[config.mk]
export PLATFORM = sky130hd
export DESIGN_NAME = adc_cfg_seq
export DESIGN_NICKNAME = d
export VERILOG_FILES = /design/src/rtl/adc_cfg_seq.sv
export SDC_FILE = /design/constraint.sdc
export NUM_CORES = 1
export LEC_CHECK = 0
export ABC_AREA = 1
export CORE_MARGIN = 1
export CORE_UTILIZATION = 51
export DETAILED_ROUTE_END_ITERATION = 10
export PLACE_DENSITY = 0.73
export RECOVER_POWER = 50
export SETUP_SLACK_MARGIN = 0.02
export SLEW_MARGIN = 20
export SYNTH_ARGS = -nofsm -noshare
export SYNTH_HDL_FRONTEND = slang
export SYNTH_SLANG_ARGS = --single-unit
[constraint.sdc]
create_clock -name clk_i -period 3.6 [get_ports clk_i]
set_input_delay 1.08 -clock clk_i [delete_from_list [all_inputs] [get_ports clk_i]]
set_output_delay 1.08 -clock clk_i [all_outputs]
set_load 0.005 [all_outputs]
[src/rtl/adc_cfg_seq.sv]
// adc_cfg_seq: JTAG-loaded ADC config table replayed serially to a masked set of ADCs
module adc_cfg_seq #(
  parameter int NADC      = 12,
  parameter int DW        = 24,
  parameter int AW        = 4,
  parameter int SCLK_DIV  = 2,
  parameter int AUTO_INIT = 1
) (
  input  logic            clk_i,
  input  logic            rst_i,
  input  logic            we_i,
  input  logic [AW-1:0]   waddr_i,
  input  logic [DW-1:0]   wdata_i,
  input  logic [AW:0]     num_i,
  input  logic [NADC-1:0] mask_i,
  input  logic            init_i,
  output logic [NADC-1:0] cs_o,
  output logic            sclk_o,
  output logic            sdata_o,
  output logic            busy_o,
  output logic            done_o
);
  localparam int CW = $clog2(SCLK_DIV) + 1;
  localparam int BW = $clog2(DW) + 1;
  typedef enum logic [2:0] {IDLE, LOAD, SETUP, SHIFT, HOLD, GAP, FIN} state_t;
  state_t state_q, state_d;
  logic [DW-1:0]   mem [2**AW];
  logic [CW-1:0]   cnt_q, cnt_d;
  logic [BW-1:0]   bit_q, bit_d;
  logic            hi_q, hi_d;
  logic [AW-1:0]   idx_q, idx_d;
  logic [AW:0]     nrem_q, nrem_d;
  logic [NADC-1:0] msk_q, msk_d, msk_sel;
  logic [DW-1:0]   shreg_q, shreg_d;
  logic            auto_q, auto_d;
  logic [NADC-1:0] cs_q, cs_d;
  logic            sclk_q, sclk_d, sdata_q, sdata_d, done_q, done_d;
  logic            start, last, act;
  assign start   = init_i || (AUTO_INIT != 0 && auto_q);
  assign msk_sel = (AUTO_INIT != 0 && auto_q) ? '1 : mask_i;
  assign last    = cnt_q == CW'(SCLK_DIV - 1);
  assign act     = state_q inside {SETUP, SHIFT, HOLD};
  assign busy_o  = state_q != IDLE;
  assign cs_o    = cs_q;
  assign sclk_o  = sclk_q;
  assign sdata_o = sdata_q;
  assign done_o  = done_q;
  // Table write port; blocked for the whole replay so the words being sent stay stable
  always_ff @(posedge clk_i)
    if (we_i && state_q == IDLE) mem[waddr_i] <= wdata_i;
  // Sequencer registers; the auto-start flag re-arms on every reset
  always_ff @(posedge clk_i) begin
    if (rst_i) begin
      state_q <= IDLE;
      cnt_q   <= '0;
      bit_q   <= '0;
      hi_q    <= 1'b0;
      idx_q   <= '0;
      nrem_q  <= '0;
      msk_q   <= '0;
      shreg_q <= '0;
      auto_q  <= 1'b1;
    end else begin
      state_q <= state_d;
      cnt_q   <= cnt_d;
      bit_q   <= bit_d;
      hi_q    <= hi_d;
      idx_q   <= idx_d;
      nrem_q  <= nrem_d;
      msk_q   <= msk_d;
      shreg_q <= shreg_d;
      auto_q  <= auto_d;
    end
  end
  // Next state: phase counter runs in every timed state, bits shift after each high phase
  always_comb begin
    state_d = state_q;
    cnt_d   = (state_q inside {SETUP, SHIFT, HOLD, GAP} && !last) ? cnt_q + CW'(1) : '0;
    bit_d   = bit_q;
    hi_d    = hi_q;
    idx_d   = idx_q;
    nrem_d  = nrem_q;
    msk_d   = msk_q;
    shreg_d = shreg_q;
    auto_d  = auto_q;
    case (state_q)
      IDLE: if (start) begin
        nrem_d  = num_i;
        msk_d   = msk_sel;
        idx_d   = '0;
        auto_d  = 1'b0;
        state_d = (num_i == '0 || msk_sel == '0) ? FIN : LOAD;
      end
      LOAD: begin
        shreg_d = mem[idx_q];
        bit_d   = '0;
        hi_d    = 1'b0;
        state_d = SETUP;
      end
      SETUP: state_d = last ? SHIFT : SETUP;
      SHIFT: if (last) begin
        hi_d = ~hi_q;
        if (hi_q && bit_q == BW'(DW - 1)) state_d = HOLD;
        else if (hi_q) begin
          bit_d   = bit_q + BW'(1);
          shreg_d = {shreg_q[DW-2:0], 1'b0};
        end
      end
      HOLD: state_d = last ? GAP : HOLD;
      GAP: if (last) begin
        idx_d   = idx_q + AW'(1);
        nrem_d  = nrem_q - (AW+1)'(1);
        state_d = (nrem_q == (AW+1)'(1)) ? FIN : LOAD;
      end
      FIN:     state_d = IDLE;
      default: state_d = IDLE;
    endcase
  end
  // Pin values derived from the current state, registered so the pins are glitch free
  always_comb begin
    cs_d    = act ? ~msk_q : '1;
    sclk_d  = state_q == SHIFT && hi_q;
    sdata_d = act && shreg_q[DW-1];
    done_d  = state_q == FIN;
  end
  // Pin registers reset directly so an abort idles the bus on the reset edge
  always_ff @(posedge clk_i) begin
    if (rst_i) begin
      cs_q    <= '1;
      sclk_q  <= 1'b0;
      sdata_q <= 1'b0;
      done_q  <= 1'b0;
    end else begin
      cs_q    <= cs_d;
      sclk_q  <= sclk_d;
      sdata_q <= sdata_d;
      done_q  <= done_d;
    end
  end
endmodule

==> metrics.md <==
| Metric | Value |
|---|---|
| Least-Margin Pin Slew | 1.50 ns |
| Post-CTS sizing | 0 |
| Inserted Diodes | 0 |
| Max Fclk | 0.321 GHz |
| Combinational share of power | 12.3% |
| Rel. slew slack | 0.0434% |
| Post-CTS setup buffer count | 0 |
| CP startpoint kind | input pin |
| Peak supply drop | 399 uV |
| Post-synthesis sequential area ratio | between 60% and 70% |
| Num CTS Buffers | 47 |
| WHS Path Cells | 1 |
| Reg power frac | 50.2% |
| Cells after synthesis | 1988 |
| Crit Path Class | in -> reg |
| Ports | 65 |
| Routed WL | 46.9 mm |
| NetSw | 3.29 mW |
| CP max FO | 24 |
| Worst hold path type | reg -> reg |
| Area growth, synth to finish | 14.7% |
| Clock tree buffer depth | 3 |
| Final hold vios | 0 |
| Drc violations | 0 |
| Share of post-route cells with drive strength above 1 | roughly 6.3% |
| Largest net degree at the start of global routing | ~190 |
| Row count | 71 |
| Synth Register Bits | roughly 460 |
| Cell depth of the worst flop-to-flop path | 8 |
| Layout Skew | between 0.015 and 0.02 ns |
| Pins over their slew limit | 0 |
| Post-Syn Area | roughly 20000 um^2 |
| IO buf count | 64 |
| DR WL/cell | 18.1 um |
| Status | complete, but fails checks |
| Setup TNS | 0 ns |
| H-tree depth | 2 |
| Sw Share | 26.0% |
| RSZ-0062 raised after global routing | no |
| Post-DR vias/cell | 5.34 |
| Vias in the first global route | 13500 |
| PnR Total Power | 12.6 mW |
| Routability cong. | 0.870 |
| P_int | 9.35 mW |
| Initial Util | 51.9% |
| # setup viols final | 0 |
| Die width | 198 um |
| GRT Total Usage | 24.7% |
| Fin nets | 2099 |
| Syn_nets | roughly 2000 |
| Reg2reg end | mem[3][10] |
| Placed cells | 2505 |
| Clock network power share | 37.5% |
| Reg2Reg Launch Point | state_q[0] |
| Drt pass-1 iters | 5 |
| Critical Path Sink Type | register |
| Leak | 9.31 nW |
| Via Count | 13800 |
| Yosys warning count | 0 |
| Final instance area | approximately 22000 um^2 |
| Syn Area/Cell | 9.85 um^2 |
| Die H | 198 um |
| Root buffer cell | clkbuf_16 |
| Final worst path period need | 3.12 ns |
| # clock sinks | about 460 |
| Crit path DAT | 3.30 ns |
| CTS tree | built |
| Clock transition at path regs | 0.06 ns |
| Final worst-path cycle share | 86.6% |
| First-pass GRT wire length | 73.4 mm |
| Die area | 39200 um^2 |
| Final HPWL DP | 28.2 mm |
| Failing checks | capacitance limit |
| Core area | ~38000 um^2 |
| Clk Latency, worst-skew pair | 0.59 ns |
| Antenna Nets Post-Route | 0 |
| Synth cell types | 32 |
| Worst hold start | msk_q[9] |
| Post-DP Area | 21000 um^2 |
| Flop-to-flop setup slack | 0.80 ns |
| Initial drt markers | between 1000 and 1500 |
| CTS Hold Buffers Added | 0 |
| Final cell count without fillers | approximately 2600 |
| Hold slack | 0.391 ns |
| Pwr/cell area | 562 nW/um^2 |
| Max-cap violations | 1 |
| Initial antenna violation count | 0 |
| Aggregate global routing overflow | 0 |
| Hold Path End | cs_o[9] |
| Critical Path RT | 3.79 ns |
[cells by family after synthesis]
kind of cell	after synthesis	share of synthesized area (%)
AND/OR/NAND/NOR	988	21.2
AO/OA/AOI/OAI	115	2.96
adder cells (fa/ha/maj)	7	0.447
buffers and inverters	412	8.44
flip-flops	461	66.7
XOR/XNOR	5	0.224
[cells in the final DEF, fill, tap and decap left out, types with 9 or more instances in the layout]
cell	Yosys	final
clkinv_2	2	9
nand3_1	305	305
o21ai_0	33	33
nor2_4	1	17
clkbuf_1	24	18
buf_4	3	19
dlygate4sd3_1	0	26
clkdlybuf4s50_1	0	38
nand2_1	592	594
buf_12	0	14
o21ai_1	16	16
clkbuf_16	0	47
dfxtp_1	77	74
a21oi_1	63	63
nor3_1	13	13
inv_1	304	304
edfxtp_1	384	384
clkinv_1	1	12
nor2_1	63	47
[how the worst max path moves through the flow]
| stage | from | endpoint | slack (ns) |
|---|---|---|---|
| after floorplan | we_i | mem[0][0] | 0.71 |
| after global placement | we_i | mem[1][19] | 0.74 |
| after detailed placement | we_i | mem[4][19] | 0.77 |
| after CTS | state_q[0] | busy_o | 0.74 |
| after global routing | we_i | mem[3][15] | 0.40 |
| final | we_i | mem[3][10] | 0.48 |
[critical path, cell delays in order]
cell and delay (ns):
clkdlybuf4s50_1 0.46, inv_1 0.05, nor2_1 0.10, buf_4 0.18, nand3_1 0.08, buf_4 0.18, nor2_4 0.07, clkbuf_1 1.09
[metal layers]
layer | up-vias | GRT usage, % | part of all wire [%]
li1 | 6572 | - | -
met1 | 6584 | 34.0 | 42
met2 | 599 | 40.2 | 47
met3 | 88 | 3.83 | 8.5
met4 | 0 | 8.41 | 2.6
met5 | - | 0 | 0
[flip-flops by register name (all words and copies together), names as in the netlist, named ones only]
signal   cells
mem        384
shreg_q     24
cs_o        12
msk_q       12
bit_q        6
nrem_q       5
idx_q        4
state_q      3
cnt_q        2
auto_q       1
done_o       1
hi_q         1
sclk_o       1
sdata_o      1
[power groups by stage]
stage          Sequential [mW]  Clock (mW)  Combinational, mW
3_3_place_gp              6.44           0               1.52
6_report                  6.35        4.73               1.56
4_1_cts                   6.34        4.81               1.58
3_5_place_dp              6.45           0               1.57
5_1_grt                   6.38        5.02               1.76
2_1_floorplan             6.39           0               1.07
[cell usage after synthesis, drive strengths merged]
cell,instances,share of area [%]
a21oi,63,1.6
a31oi,1,0.032
buf,75,2.0
clkbuf,24,0.46
clkinv,3,0.070
dfxtp,77,7.9
edfxtp,384,59
ha,7,0.45
inv,310,5.9
nand2,598,12
nand3,305,7.8
nand3b,2,0.077
nand4,2,0.064
nor2,65,1.3
nor3,13,0.33
nor4,1,0.032
o21ai,49,1.3
o22ai,1,0.032
o31ai,1,0.038
or2,2,0.064
xnor2,1,0.045
xor2,4,0.18
[stage by stage]
step	util (%)	worst slack [ns]
detailed placement	55.7	0.772
global route	59.5	0.402
CTS	59.7	0.742
finish	59.5	0.483
floorplan	-	0.713
global placement	55.7	0.739
[area by class of cell]
| type | count | area [um^2] |
|---|---|---|
| multi-input combinational | 1115 | 4980 |
| sequential | 461 | 13100 |
| inverter | 313 | 1180 |
| tap | 511 | 639 |
| timing repair buffer | 105 | 1100 |
| fill | 3080 | 15300 |
| clock buffer | 58 | 1220 |
| clock inverter | 28 | 272 |
Power figures use the tool's default switching activity.
